<file path="src/rtl/sram_port_arbiter_if.sv">
// Bundle of every signal between the arbiter, the two CPU requesters and the
// unified SRAM.
//
// Handshake: a requester raises X_req together with its address (and, for
// data, wen/wdata) and holds all of them stable until the cycle in which
// X_ack pulses for one cycle.  X_rdata is only meaningful while X_ack is high
// and reads as zero otherwise.  The requester may drop or change the request
// in the cycle after the ack.  The SRAM side is a plain strobe: sram_en with
// address/wen/wdata in cycle N, sram_rdata valid in cycle N+1.
interface sram_port_arbiter_if #(
    parameter int ADDR_W = 32,
    parameter int DATA_W = 32,
    parameter int CNT_W  = 32
);
    logic              inst_req;
    logic [ADDR_W-1:0] inst_addr;
    logic              inst_ack;
    logic [DATA_W-1:0] inst_rdata;

    logic              data_req;
    logic [3:0]        data_wen;
    logic [ADDR_W-1:0] data_addr;
    logic [DATA_W-1:0] data_wdata;
    logic              data_ack;
    logic [DATA_W-1:0] data_rdata;

    logic              sram_en;
    logic [3:0]        sram_wen;
    logic [ADDR_W-1:0] sram_addr;
    logic [DATA_W-1:0] sram_wdata;
    logic [DATA_W-1:0] sram_rdata;

    logic              stall;
    logic [CNT_W-1:0]  conflict_cnt;

    // Arbiter view.
    modport slave (
        input  inst_req, inst_addr,
        input  data_req, data_wen, data_addr, data_wdata,
        input  sram_rdata,
        output inst_ack, inst_rdata,
        output data_ack, data_rdata,
        output sram_en, sram_wen, sram_addr, sram_wdata,
        output stall, conflict_cnt
    );

    // Requester / memory view.
    modport master (
        output inst_req, inst_addr,
        output data_req, data_wen, data_addr, data_wdata,
        output sram_rdata,
        input  inst_ack, inst_rdata,
        input  data_ack, data_rdata,
        input  sram_en, sram_wen, sram_addr, sram_wdata,
        input  stall, conflict_cnt
    );
endinterface

</file>
<file path="src/rtl/sram_port_arbiter.sv">
// Shares one single-port synchronous SRAM between the instruction-fetch and
// data-access ports.  One access issues per cycle, its ack/data return the
// following cycle, contests are resolved round-robin and counted.
module sram_port_arbiter #(
    parameter int ADDR_W = 32,
    parameter int DATA_W = 32,
    parameter int CNT_W  = 32
) (
    input logic                clk,
    input logic                resetn,
    sram_port_arbiter_if.slave bus
);

    typedef enum logic {
        OWN_INST = 1'b0,
        OWN_DATA = 1'b1
    } owner_e;

    // Outstanding access (returns next cycle) and round-robin history.
    logic             out_valid_q,  out_valid_d;
    owner_e           out_owner_q,  out_owner_d;
    logic             out_write_q,  out_write_d;
    owner_e           last_grant_q, last_grant_d;
    logic [CNT_W-1:0] conflict_cnt_q, conflict_cnt_d;

    logic   inst_elig;
    logic   data_elig;
    logic   contest;
    logic   grant;
    owner_e winner;
    logic   inst_ack_w;
    logic   data_ack_w;

    // Eligibility and winner; a port in its own return cycle is not
    // eligible, so its still-held request is not issued a second time.
    always_comb begin
        inst_elig = bus.inst_req && !(out_valid_q && (out_owner_q == OWN_INST));
        data_elig = bus.data_req && !(out_valid_q && (out_owner_q == OWN_DATA));
        contest   = inst_elig && data_elig;
        grant     = inst_elig || data_elig;
        if (contest) begin
            winner = (last_grant_q == OWN_INST) ? OWN_DATA : OWN_INST;
        end else if (data_elig) begin
            winner = OWN_DATA;
        end else begin
            winner = OWN_INST;
        end
    end

    // Drive the SRAM with the winner's access; quiet zeros when idle.
    always_comb begin
        bus.sram_en    = 1'b0;
        bus.sram_wen   = 4'd0;
        bus.sram_addr  = '0;
        bus.sram_wdata = '0;
        if (grant) begin
            bus.sram_en = 1'b1;
            if (winner == OWN_DATA) begin
                bus.sram_wen   = bus.data_wen;
                bus.sram_addr  = bus.data_addr;
                bus.sram_wdata = bus.data_wdata;
            end else begin
                bus.sram_addr  = bus.inst_addr;
            end
        end
    end

    // Return path: ack the owner of last cycle's access, route read data
    // only to it and only for reads; stall while any request is unserved.
    always_comb begin
        inst_ack_w       = out_valid_q && (out_owner_q == OWN_INST);
        data_ack_w       = out_valid_q && (out_owner_q == OWN_DATA);
        bus.inst_ack     = inst_ack_w;
        bus.data_ack     = data_ack_w;
        bus.inst_rdata   = (inst_ack_w && !out_write_q) ? bus.sram_rdata : '0;
        bus.data_rdata   = (data_ack_w && !out_write_q) ? bus.sram_rdata : '0;
        bus.stall        = (bus.inst_req && !inst_ack_w) || (bus.data_req && !data_ack_w);
        bus.conflict_cnt = conflict_cnt_q;
    end

    // Next state of the outstanding-access record, history and counter.
    always_comb begin
        out_valid_d    = grant;
        out_owner_d    = winner;
        out_write_d    = (winner == OWN_DATA) && (bus.data_wen != 4'd0);
        last_grant_d   = grant ? winner : last_grant_q;
        conflict_cnt_d = conflict_cnt_q;
        if (contest && (conflict_cnt_q != {CNT_W{1'b1}})) begin
            conflict_cnt_d = conflict_cnt_q + CNT_W'(1);
        end
    end

    // State registers; reset discards any outstanding access and makes the
    // data port win the first contest.
    always_ff @(posedge clk or negedge resetn) begin
        if (!resetn) begin
            out_valid_q    <= 1'b0;
            out_owner_q    <= OWN_INST;
            out_write_q    <= 1'b0;
            last_grant_q   <= OWN_INST;
            conflict_cnt_q <= '0;
        end else begin
            out_valid_q    <= out_valid_d;
            out_owner_q    <= out_owner_d;
            out_write_q    <= out_write_d;
            last_grant_q   <= last_grant_d;
            conflict_cnt_q <= conflict_cnt_d;
        end
    end

endmodule

</file>
<file path="src/flat_wrapper.sv">
// flat-port wrapper written by rule: the top's interface ports become plain ports
module sram_port_arbiter_flat 
#(
    parameter int ADDR_W = 32,
    parameter int DATA_W = 32,
    parameter int CNT_W  = 32
)
  (clk, resetn, bus_inst_req, bus_inst_addr, bus_data_req, bus_data_wen, bus_data_addr, bus_data_wdata, bus_sram_rdata, bus_inst_ack, bus_inst_rdata, bus_data_ack, bus_data_rdata, bus_sram_en, bus_sram_wen, bus_sram_addr, bus_sram_wdata, bus_stall, bus_conflict_cnt);
  sram_port_arbiter_if #(.ADDR_W(ADDR_W), .DATA_W(DATA_W), .CNT_W(CNT_W)) bus_i ();
  input logic clk;
  input logic resetn;
  input wire logic [$bits(bus_i.inst_req)-1:0] bus_inst_req;
  input wire logic [$bits(bus_i.inst_addr)-1:0] bus_inst_addr;
  input wire logic [$bits(bus_i.data_req)-1:0] bus_data_req;
  input wire logic [$bits(bus_i.data_wen)-1:0] bus_data_wen;
  input wire logic [$bits(bus_i.data_addr)-1:0] bus_data_addr;
  input wire logic [$bits(bus_i.data_wdata)-1:0] bus_data_wdata;
  input wire logic [$bits(bus_i.sram_rdata)-1:0] bus_sram_rdata;
  output wire logic [$bits(bus_i.inst_ack)-1:0] bus_inst_ack;
  output wire logic [$bits(bus_i.inst_rdata)-1:0] bus_inst_rdata;
  output wire logic [$bits(bus_i.data_ack)-1:0] bus_data_ack;
  output wire logic [$bits(bus_i.data_rdata)-1:0] bus_data_rdata;
  output wire logic [$bits(bus_i.sram_en)-1:0] bus_sram_en;
  output wire logic [$bits(bus_i.sram_wen)-1:0] bus_sram_wen;
  output wire logic [$bits(bus_i.sram_addr)-1:0] bus_sram_addr;
  output wire logic [$bits(bus_i.sram_wdata)-1:0] bus_sram_wdata;
  output wire logic [$bits(bus_i.stall)-1:0] bus_stall;
  output wire logic [$bits(bus_i.conflict_cnt)-1:0] bus_conflict_cnt;
  assign bus_i.inst_req = bus_inst_req;
  assign bus_i.inst_addr = bus_inst_addr;
  assign bus_i.data_req = bus_data_req;
  assign bus_i.data_wen = bus_data_wen;
  assign bus_i.data_addr = bus_data_addr;
  assign bus_i.data_wdata = bus_data_wdata;
  assign bus_i.sram_rdata = bus_sram_rdata;
  assign bus_inst_ack = bus_i.inst_ack;
  assign bus_inst_rdata = bus_i.inst_rdata;
  assign bus_data_ack = bus_i.data_ack;
  assign bus_data_rdata = bus_i.data_rdata;
  assign bus_sram_en = bus_i.sram_en;
  assign bus_sram_wen = bus_i.sram_wen;
  assign bus_sram_addr = bus_i.sram_addr;
  assign bus_sram_wdata = bus_i.sram_wdata;
  assign bus_stall = bus_i.stall;
  assign bus_conflict_cnt = bus_i.conflict_cnt;
  sram_port_arbiter #(.ADDR_W(ADDR_W), .DATA_W(DATA_W), .CNT_W(CNT_W)) u_core (.clk(clk), .resetn(resetn), .bus(bus_i));
endmodule
</file>
<file path="config.mk">
export PLATFORM = sky130hd
export DESIGN_NAME = sram_port_arbiter_flat
export DESIGN_NICKNAME = d
export VERILOG_FILES = /design/src/rtl/sram_port_arbiter_if.sv /design/src/rtl/sram_port_arbiter.sv /design/src/flat_wrapper.sv
export SDC_FILE = /design/constraint.sdc
export NUM_CORES = 1
export LEC_CHECK = 0
export CAP_MARGIN = 15
export CORE_AREA = 4 4 115 117
export CTS_CLUSTER_SIZE = 25
export DETAILED_ROUTE_END_ITERATION = 8
export DIE_AREA = 0 0 119 121
export PLACE_DENSITY = 0.74
export SLEW_MARGIN = 5
export SYNTH_ARGS = -nofsm -noshare
export SYNTH_HDL_FRONTEND = slang
export SYNTH_SLANG_ARGS = --single-unit
</file>
<file path="constraint.sdc">
create_clock -name clk -period 2.3 [get_ports clk]
set_input_delay 0.46 -clock clk [delete_from_list [all_inputs] [get_ports clk]]
set_output_delay 0.46 -clock clk [all_outputs]
set_load 0.005 [all_outputs]
</file>
; Word-level counts from Yosys, hierarchy flattened
; Index checks and enable logic that the tools add are counted.
[op_classes]
eq_ne = 1
n_reduce_logical = 14
n_mux = 12
n_bitwise = 1
addsub = 1
[ops]
columns = operator, n
row1 = $mux 32, 6
row2 = $add 32x1->32 const B, 1
row3 = $ne 32x32->1 const B, 1
row4 = $logic_and 1x1->1, 9
row5 = $mux 4, 2
row6 = $mux 1, 4
row7 = $reduce_bool 4->1, 1
row8 = $logic_not 1->1, 3
row9 = $logic_or 1x1->1, 1
row10 = $not 1->1, 1
[word_totals]
output_inout_bits = 168
word_cells = 34
register_bits = 36

; Longest topological paths before layout
; Gate-level depths: netlist of the first run.
[depth]
word_depth = 8
ltp_mapped = 7

; Worst setup path before layout of the first run
; Ideal clock, no wire load.
[synth_timing]
path_kind = input -> output
startpoint = input bus_inst_req
endpoint = output bus_sram_addr[18]
stages = 7
arrival_ns = 1.662
path_buffers = 2
required_time_ns = 1.840
setup_slack_ns = 0.178
path_cell_list = nand3b_1 nand3_1 inv_1 clkbuf_1 buf_1 nand2_1 a21oi_1
[synth_via]
elab_chain_len = 5
elab_cells_between_ends = 6
cone_classes = mux (3) / reduce/logical (3)
[synth_rtl]
columns = item, line_no
row1 = start: declaration, flat_wrapper.sv:12  ; input wire logic [$bits(bus_i.inst_req)-1:0] bus_inst_req;
row2 = $logic_and 1x1->1 *, sram_port_arbiter.sv:37  ; inst_elig = bus.inst_req && !(out_valid_q && (out_owner_q == OWN_INST));
row3 = $logic_and 1x1->1, sram_port_arbiter.sv:39  ; contest = inst_elig && data_elig;
row4 = $mux 1, sram_port_arbiter.sv:41  ; if (contest) begin
row5 = $mux 32, sram_port_arbiter.sv:58  ; if (winner == OWN_DATA) begin
row6 = $mux 32 *, sram_port_arbiter.sv:56  ; if (grant) begin
row7 = end: declaration, flat_wrapper.sv:25  ; output wire logic [$bits(bus_i.sram_addr)-1:0] bus_sram_addr;
; Every way passes the cells marked *; elsewhere a longest branch is shown, timed or not.

; Worst setup path after layout of the first run
[layout_timing]
startpoint = register u_core.out_valid_q
endpoint = register u_core.last_grant_q
[layout_via]
elab_chain_len = 5
elab_cells_between_ends = 10
cone_classes = mux (2) / reduce/logical (8)
[layout_rtl]
columns = item, line_no
row1 = start: declaration, sram_port_arbiter.sv:20  ; logic out_valid_q, out_valid_d;
row2 = start signal: assignment, sram_port_arbiter.sv:103  ; out_valid_q <= out_valid_d;
row3 = $logic_and 1x1->1 (on tied branches), "sram_port_arbiter.sv:38, sram_port_arbiter.sv:37"
row4 = $logic_not 1->1 (on tied branches), "sram_port_arbiter.sv:38, sram_port_arbiter.sv:37"
row5 = $logic_and 1x1->1 (on tied branches), "sram_port_arbiter.sv:38, sram_port_arbiter.sv:37"
row6 = $mux 1 or $logic_and 1x1->1 (tied branches), "sram_port_arbiter.sv:43, sram_port_arbiter.sv:39"
row7 = $mux 1, sram_port_arbiter.sv:41
row8 = end signal: assignment, sram_port_arbiter.sv:106  ; last_grant_q <= last_grant_d;
row9 = end: declaration, sram_port_arbiter.sv:23  ; owner_e last_grant_q, last_grant_d;
; Parallel ways exist; a longest one is shown, timed or not.
; A chain may end at the register's enable or synchronous reset.

==> results of run 1 <==
## worst paths after layout
kind                                                  start                          end  slack [ps]  depth (start not counted)
max in group asynchronous                            resetn           u_core.out_owner_q        1340                          2
worst max-delay path                     u_core.out_valid_q          u_core.last_grant_q         -70                         15
worst min register to register  u_core.bus.conflict_cnt[24]  u_core.bus.conflict_cnt[24]         490                          1
worst max register to register           u_core.out_valid_q          u_core.last_grant_q         -70                         15
worst min-delay path            u_core.bus.conflict_cnt[24]  u_core.bus.conflict_cnt[24]         490                          1
min in group asynchronous                            resetn  u_core.bus.conflict_cnt[26]         610                          2
## registers in the layout, indices dropped and copies added (netlist names)
signal                   count
u_core.bus.conflict_cnt     32
u_core.out_write_q           1
u_core.out_owner_q           1
u_core.last_grant_q          1
u_core.out_valid_q           1
## power groups by stage
stage                     logic [mW]  clock network (mW)  registers [mW]
after floorplan                0.417                   0           0.751
after global placement          1.41                   0           0.756
after detailed placement        1.43                   0           0.760
after CTS                       1.54               0.642           0.753
after global routing            1.79               0.672           0.769
final                           1.69               0.628           0.760
## cell usage in the layout (no fill, tap or decap), types with 4 or more instances in the layout
master           count
buf_12               8
dlygate4sd2_1       59
buf_4               41
clkdlybuf4s15_1     11
clkdlybuf4s50_1    167
nand2_1             53
a21oi_1              6
dfrtp_1             35
buf_8                5
xnor2_1             12
nor4_1               5
xor2_1              16
dlymetal6s2s_1      33
buf_6               12
nor2_1               9
and2_1             101
buf_2               27
a21oi_2             23
clkbuf_16           10
nand2_2             13
nand2_4             13
inv_1                4
nand4_1              8
nor3_1              10
nand3_1             12
clkbuf_2             6
## routing by layer
| metal | vias to the layer above | wire [um] | GRT usage, % |
|---|---|---|---|
| met4 | 4 | 349 | 6.23 |
| li1 | 2000 | - | - |
| met1 | 1992 | 6870 | 27.1 |
| met5 | - | 23 | 0 |
| met3 | 33 | 1310 | 5.31 |
| met2 | 195 | 8370 | 34.4 |
## per-stage QoR
step | power [mW] | util [%] | hold WS [ps] | setup WS [ps]
5_1_grt | 3.23 | 58.4 | 525 | -144
6_report | 3.08 | 58.4 | 495 | -74.3
4_1_cts | 2.93 | 55.4 | 496 | -134
3_5_place_dp | 2.19 | 51.7 | 483 | -633
2_1_floorplan | 1.17 | - | 164 | 178
3_3_place_gp | 2.17 | 51.7 | 483 | -682
## cells by family (layout without fill, tap and decap cells)
logic type / after synthesis / after routing / synth area share, %
adders and majority gates: 1 / 1 / 0.432
and+or+nand+nor: 252 / 252 / 47.4
AOI/OAI and AO/OA: 39 / 39 / 7.26
xor gates and xnor gates: 28 / 28 / 8.47
DFF: 36 / 36 / 31.1
buffers and inverters: 28 / 390 / 4.06
muxes: 3 / 3 / 1.25
## layout make-up
| class | instances | area (um2) | area share [%] |
|---|---|---|---|
| repair buffers | 377 | 3770 | 52.2 |
| multi-input cells | 323 | 2180 | 30.1 |
| flip-flops and latches | 36 | 902 | 12.5 |
| well taps | 172 | 215 | 2.98 |
| clock buffers | 6 | 129 | 1.79 |
| inverters | 6 | 25.0 | 0.347 |
| clock inverters | 1 | 5.00 | 0.0693 |
## timing repair
item | CTS | global route
resized for setup | 187 | 161
pin swaps | 6 | 37
cloned | 5 | 5
setup endpoints to repair | 134 | 99
buffers inserted | 26 | 8
==> reports/qor.yml, run 1 <==
max_stage_delay_ps: 410
gp_congestion: 0.884
grt_use_total_pct: 21.0
status: "complete, but fails checks"
synth_area_leader_cell: "dfrtp_1"
path_delay_family: "buffers and inverters"
max_slew_margin_pct: 66.9
place_area_mm2: 0.00639
tns_ps: -404
syn_area_mm2: 0.00289
critPathMaxFanout: 4
die_h_um: 121
start_kind: "flip-flop"
period_minus_slack_ps: 2370
drv_cap: 0
ys_seq_area_share_pct: 31.1
yosysWarnings: 0
p_clk_share_pct: 20.4
grt_max_degree: 37
cts.sinks: 36
drc: 0
fp.dieW_um: 119
first_pass_iters: 4
drv_slew: 0
power_leakage_nw: 3.85
synth_area_leaders: "dfrtp_1, and2_1, nand2_1, a21oi_1, xor2_1"
p_comb_share_pct: 54.9
rsz0062_at_grt: "true"
crit_chain: "nand3b_1 > buf_4 > buf_4 > buf_4 > buf_4 > buf_4 > buf_4 > buf_4 > buf_4 > buf_6 > buf_4 > buf_6 > buf_6 > buf_6 > o221a_4"
finalHoldViolCount: 0
cts_buffers: 5
start_util_pct: 23.4
clockBufferDepth: 2
antenna_left: 0
yosysUniqueCellTypes: 41
synth.most_common_cell: "and2_1"
synthCells: 387
avgSynthCellArea_um2: 7.48
drtIter0Drc: 234
stdcell_count: 921
vdd_drop_max_uv: 212
antenna_found_initial: 2
syn2layout_area_growth_pct: 149
rows: 41
coreArea_mm2: 0.0124
dp.final_hpwl_mm: 12.8
crit_slowest_cell: "dfrtp_1"
fmax_ghz: 0.421
required_ps: 2460
p_int_mw: 2.09
grt_pass1_vias: 4219
cts_tree: "yes"
arrival_ps: 2540
ys_ff_latch: 36
viasPerCell: 4.59
nNetsFinal: 886
ios: 304
root_buffer: "clkbuf_16"
swShare_pct: 32.0
tightest_slew_ps: 491
path_common_cell: "buf_4"
grt_pass1_wl_mm: 23.9
worst_slack_ps: -74.3
synth_nets: 524
fillers: 1063
synth-edff-count: 0
async_reset_ff_share_pct: 100
dieArea_mm2: 0.0144
violations: "setup timing"
critPathKind: "flip-flop to flip-flop"
setup_viol: 19
setup.worst_path.end_class: "flip-flop"
drive_gt1_share_pct: 24.2
routed_wl_mm: 16.9
p_seq_share_pct: 24.7
synth_top_area_share_pct: 31.1
dp_cells: 873
switchingPower_mw: 0.985
ys.flop_type: "dfrtp_1"
clock_latency_ps: 270
timing.final.crit_share_pct: 103
final_cell_area_mm2: 0.00722
wire_per_inst_um: 18.4
crit_buf_inv: 13
fin_skew_ps: 5.94
htree_levels: 2
n_antenna_cell: 0
synth_commonest_cells: "and2_1, nand2_1, dfrtp_1"
cts.clk_slew.worst_paths_ps: 60
worstHoldPathType: "flip-flop to flip-flop"
vias: 4224
overflow: 0
cts.hold.buffers_added: 0
power.density_mw_per_mm2: 426
portBuffers: 303
No activity file was read; power rests on OpenSTA's default activity.
==> run 2, diff against run 1 <==
--- a/config.mk
+++ b/config.mk
@@ -6,11 +6,11 @@
 export NUM_CORES = 1
 export LEC_CHECK = 0
 export CAP_MARGIN = 15
-export CORE_AREA = 4 4 115 117
+export CORE_AREA = 4 4 116 118
 export CTS_CLUSTER_SIZE = 25
 export DETAILED_ROUTE_END_ITERATION = 8
-export DIE_AREA = 0 0 119 121
-export PLACE_DENSITY = 0.74
+export DIE_AREA = 0 0 120 122
+export PLACE_DENSITY = 0.73
 export SLEW_MARGIN = 5
 export SYNTH_ARGS = -nofsm -noshare
 export SYNTH_HDL_FRONTEND = slang
==> constraint.sdc (replaced) <==
create_clock -name clk -period 3.05 [get_ports clk]
set_input_delay 0.61 -clock clk [delete_from_list [all_inputs] [get_ports clk]]
set_output_delay 0.61 -clock clk [all_outputs]
set_load 0.005 [all_outputs]
==> run 2 against run 1 <==
The flow now finishes without violations; largest cell class unchanged; register-to-register slack better by 730 ps; total power is 31% lower; first-iteration DRC count is 27% lower; highest routed layer unchanged; clock skew is 2.0 ps lower; clock power is 20% lower; critical path depth is 7 lower; sequential power is 25% lower; die area is 1.7% higher.
==> reports/qor.yml, run 2 (synthesis gave the netlist of run 1 again) <==
cts.hold.buffers_added: 0
wire_per_inst_um: 17.3
critPathKind: "primary input to primary output"
dieArea_mm2: 0.0146
r2r-start: "u_core.bus.conflict_cnt[20]"
hp-start: "u_core.bus.conflict_cnt[22]"
cts_tree: "yes"
required_ps: 2440
root_buffer: "clkbuf_16"
clock_latency_ps: 280
period_minus_slack_ps: 2930
cts_buffers: 5
nNetsFinal: 831
portBuffers: 303
stdcell_count: 867
cts.clk_slew.worst_paths_ps: 50
drtIter0Drc: 171
overflow: 0
setup.worst_path.end_class: "primary output"
fin_skew_ps: 3.92
drv_slew: 0
ios: 304
fmax_ghz: 0.341
antenna_found_initial: 2
rows: 41
tightest_slew_ps: 718
antenna_left: 0
power.density_mw_per_mm2: 325
syn2layout_area_growth_pct: 126
drc: 0
fillers: 1149
largest_reg_flops: 32
start_util_pct: 23.2
r2r_end: "u_core.bus.conflict_cnt[23]"
whs_endpoint: "u_core.bus.conflict_cnt[22]"
multiInputGateArea_mm2: 0.00190
timing.final.crit_share_pct: 96.1
vdd_drop_max_uv: 181
grt_max_degree: 37
drive_gt1_share_pct: 5.61
critPathMaxFanout: 17
coreArea_mm2: 0.0125
arrival_ps: 2320
drv_cap: 0
status: "complete, no violations"
die_h_um: 122
gp_congestion: 0.865
max_slew_margin_pct: 51.7
viasPerCell: 4.45
grt_use_total_pct: 18.9
first_pass_iters: 5
register_area_um2: 901
final_cell_area_mm2: 0.00653
clockBufferDepth: 2
final_common_cell: "clkdlybuf4s50_1"
cts.sinks: 36
worstHoldPathType: "flip-flop to flip-flop"
dp_cells: 854
place_area_mm2: 0.00619
grt_pass1_vias: 3941
r2r_setup_slack_ps: 660
setup_viol: 0
grt_pass1_wl_mm: 22.0
fp.dieW_um: 120
htree_levels: 2
ff2ff_path_depth: 6
vias: 3855
routed_wl_mm: 15.0
power_leakage_nw: 3.06
whs_path_depth: 1
n_antenna_cell: 0
finalHoldViolCount: 0
dp.final_hpwl_mm: 12.5
start_kind: "primary input"
final_cell_mix: "clkdlybuf4s50_1, and2_1, nand2_1, dfrtp_1, dlymetal6s2s_1"
[run 2: changes by cell type in the layout (fill, tap and decap cells not counted), sizes merged, moves of 8 or more]
cell / before / now
clkdlybuf4s50: 167 / 270
buf: 95 / 18
dlygate4sd2: 59 / 1
clkdlybuf4s15: 11 / 0
clkbuf: 17 / 9
[run 2: final cells by class]
type / count / share of cell area, %
clock buffers: 8 / 2.24
inverters: 6 / 0.383
multi-input cells: 323 / 29.2
flip-flops and latches: 36 / 13.8
well taps: 172 / 3.30
repair buffers: 322 / 51.1
[run 2: per-layer routing]
metal | part of all wire (%) | track usage (%) | vias to the layer above
met5 | 0.17 | 0 | -
met4 | 1.5 | 4.01 | 4
met3 | 7.0 | 5.43 | 21
met2 | 52 | 33.3 | 157
met1 | 40 | 23.0 | 1788
li1 | - | - | 1885
[run 2: repair_timing]
action / 4_1_cts / 5_1_grt
pin swaps: 0 / 3
buffers inserted: 0 / 3
resized for setup: 4 / 38
setup endpoints to repair: 8 / 60
cloned: 1 / 1
[run 2: how the worst max path moves through the flow]
stage / start / end / slack (ps) / depth (start not counted)
CTS: bus_inst_req / bus_sram_addr[22] / -20 / 8
floorplan: bus_inst_req / bus_sram_addr[18] / 630 / 7
global route: bus_inst_req / bus_stall / -6 / 8
detailed placement: bus_inst_req / bus_sram_addr[0] / -90 / 8
finish: bus_inst_req / bus_stall / 120 / 8
global placement: bus_inst_req / bus_sram_addr[1] / -70 / 7
[run 2: critical path: stages]
cell	delay, ps
clkdlybuf4s50_1	420
buf_4	160
mux2i_1	130
nand2_1	80
o21ai_2	140
buf_12	200
inv_1	80
clkdlybuf4s50_1	490
[run 2: report_power, final]
group | switching (mW) | internal (mW) | total (mW)
Sequential | 0.0530 | 0.518 | 0.571
Clock | 0.176 | 0.325 | 0.501
Combinational | 0.393 | 0.657 | 1.05
[run 2: per-stage QoR]
stage | setup TNS, ps | util [%] | power (mW) | setup slack (ps) | hold WS, ps
finish | 0 | 52.4 | 2.12 | 119 | 497
global route | -6.50 | 52.4 | 2.25 | -6.33 | 519
CTS | -38.5 | 51.2 | 2.15 | -21.8 | 500
detailed placement | -170 | 49.7 | 1.62 | -91.0 | 490
global placement | -140 | 49.7 | 1.60 | -70.6 | 476
floorplan | 0 | - | 0.881 | 628 | 314
==> run 3, diff against run 2 <==
--- a/config.mk
+++ b/config.mk
@@ -10,6 +10,8 @@
 export CTS_CLUSTER_SIZE = 25
 export DETAILED_ROUTE_END_ITERATION = 8
 export DIE_AREA = 0 0 120 122
+export GPL_ROUTABILITY_DRIVEN = 1
+export GPL_TIMING_DRIVEN = 0
 export PLACE_DENSITY = 0.73
 export SLEW_MARGIN = 5
 export SYNTH_ARGS = -nofsm -noshare
==> run 3 against run 2 <==
Design area down 2.7%; clock power grew 2%; sequential power is essentially flat; critical path type unchanged; total power shrank 1.0%; fmax is 0.83% higher; largest cell class unchanged; sequential share of layout area grew 0.38 points; final cell count increased by 0.46%; sequential cell count did not move; critical path depth fell by 1; non-clock buffer count increased by 4.
==> reports/qor.yml, run 3 (synthesis gave the netlist of run 1 again) <==
finalHoldViolCount: 0
grt_pass1_wl_mm: 21.7
overflow: 0
final_cell_mix: "clkdlybuf4s50_1, and2_1, nand2_1, dfrtp_1, a21oi_1"
max_stage_delay_ps: 510
crit_chain: "dlygate4sd2_1 > mux2i_1 > nand2_1 > o21ai_2 > clkbuf_1 > a21oi_1 > clkdlybuf4s50_1"
max_slew_margin_pct: 44.7
worst_slack_ps: 144
worstHoldPathType: "primary input to async pin"
rsz0062_at_grt: "false"
root_buffer: "clkbuf_16"
timing.final.crit_share_pct: 95.3
critPathKind: "primary input to primary output"
antenna_left: 0
fp.dieW_um: 120
dp.final_hpwl_mm: 12.8
coreArea_mm2: 0.0125
first_pass_iters: 4
wire_per_inst_um: 17.0
clockBufferDepth: 2
n_antenna_cell: 0
cts.clk_slew.worst_paths_ps: 60
antenna_found_initial: 1
clock_latency_ps: 280
setup_viol: 0
crit_slowest_cell: "clkdlybuf4s50_1"
status: "complete, no violations"
final_common_cell: "clkdlybuf4s50_1"
drv_slew: 0
grt_use_total_pct: 18.7
ios: 304
tightest_slew_ps: 830
vias: 3887
drive_gt1_share_pct: 5.87
drv_cap: 0
drtIter0Drc: 205
cts_buffers: 5
fin_hold_ws_ps: 431
start_util_pct: 23.2
largest_reg_flops: 32
required_ps: 2440
power_leakage_nw: 2.65
grt_pass1_vias: 3932
syn2layout_area_growth_pct: 120
nNetsFinal: 835
routed_wl_mm: 14.8
viasPerCell: 4.46
drc: 0
portBuffers: 303
fmax_ghz: 0.344
power.density_mw_per_mm2: 331
dp_slack_ps: -948
fin_skew_ps: 4.36
path_delay_family: "buffers and inverters"
setup.worst_path.end_class: "primary output"
crit_buf_inv: 3
rows: 41
htree_levels: 2
vdd_drop_max_uv: 241
dieArea_mm2: 0.0146
grt_max_degree: 37
period_minus_slack_ps: 2910
die_h_um: 122
gp_congestion: 0.909
critPathMaxFanout: 10
final_util_pct: 51.0
arrival_ps: 2300
start_kind: "primary input"
cts_tree: "yes"
fillers: 1195
cts.sinks: 36
cts.hold.buffers_added: 0
-- run 3: layout make-up --
type / count / area (um2) / area share [%]
timing repair buffer: 306 / 3040 / 47.9
tap: 172 / 215 / 3.39
clock buffer: 6 / 139 / 2.19
multi-input combinational: 323 / 1890 / 29.8
clock inverter: 2 / 10.0 / 0.158
inverter: 6 / 27.5 / 0.433
buffer: 20 / 124 / 1.95
sequential: 36 / 901 / 14.2
-- run 3: report_power, final --
| group | total, mW | internal [mW] | switching, mW |
|---|---|---|---|
| registers | 0.571 | 0.518 | 0.0529 |
| clock network | 0.509 | 0.322 | 0.187 |
| logic | 1.02 | 0.634 | 0.387 |
| total | 2.10 | 1.47 | 0.627 |
-- run 3: final timing paths --
| path | from | to | slack (ps) | cells after the start |
|---|---|---|---|---|
| min reg2reg | u_core.bus.conflict_cnt[24] | u_core.bus.conflict_cnt[24] | 500 | 1 |
| min in group clk | u_core.bus.conflict_cnt[24] | u_core.bus.conflict_cnt[24] | 500 | 1 |
| max reg2reg | u_core.bus.conflict_cnt[20] | u_core.bus.conflict_cnt[1] | 790 | 6 |
| max | bus_data_req | bus_sram_addr[17] | 140 | 7 |
| min | resetn | u_core.bus.conflict_cnt[16] | 430 | 1 |
| max in group asynchronous | resetn | u_core.bus.conflict_cnt[10] | 2090 | 1 |
-- run 3: what timing repair did --
action	4_1_cts	5_1_grt
gates resized for setup	25	27
pin swaps	1	2
endpoints found under the setup margin	70	81
cloned	0	0
buffers inserted	2	1
-- run 3: routing by layer --
metal  vias up  routed length [um]  track usage (%)
li1       1893                   -                -
met4         2                 220             3.94
met3        17                 941             4.55
met5         -                   7                0
met1      1822                5980             23.0
met2       153                7640             33.1
-- run 3: metrics by stage --
| step | power, mW | instance area (um2) | setup TNS (ps) | cells |
|---|---|---|---|---|
| global route | 2.22 | 6350 | 0 | 871 |
| finish | 2.10 | 6350 | 0 | 871 |
| detailed placement | 1.60 | 6140 | -36440 | 862 |
| global placement | 1.58 | 6140 | -33360 | 862 |
| floorplan | 0.881 | 2890 | 0 | 387 |
| CTS | 2.12 | 6330 | 0 | 872 |
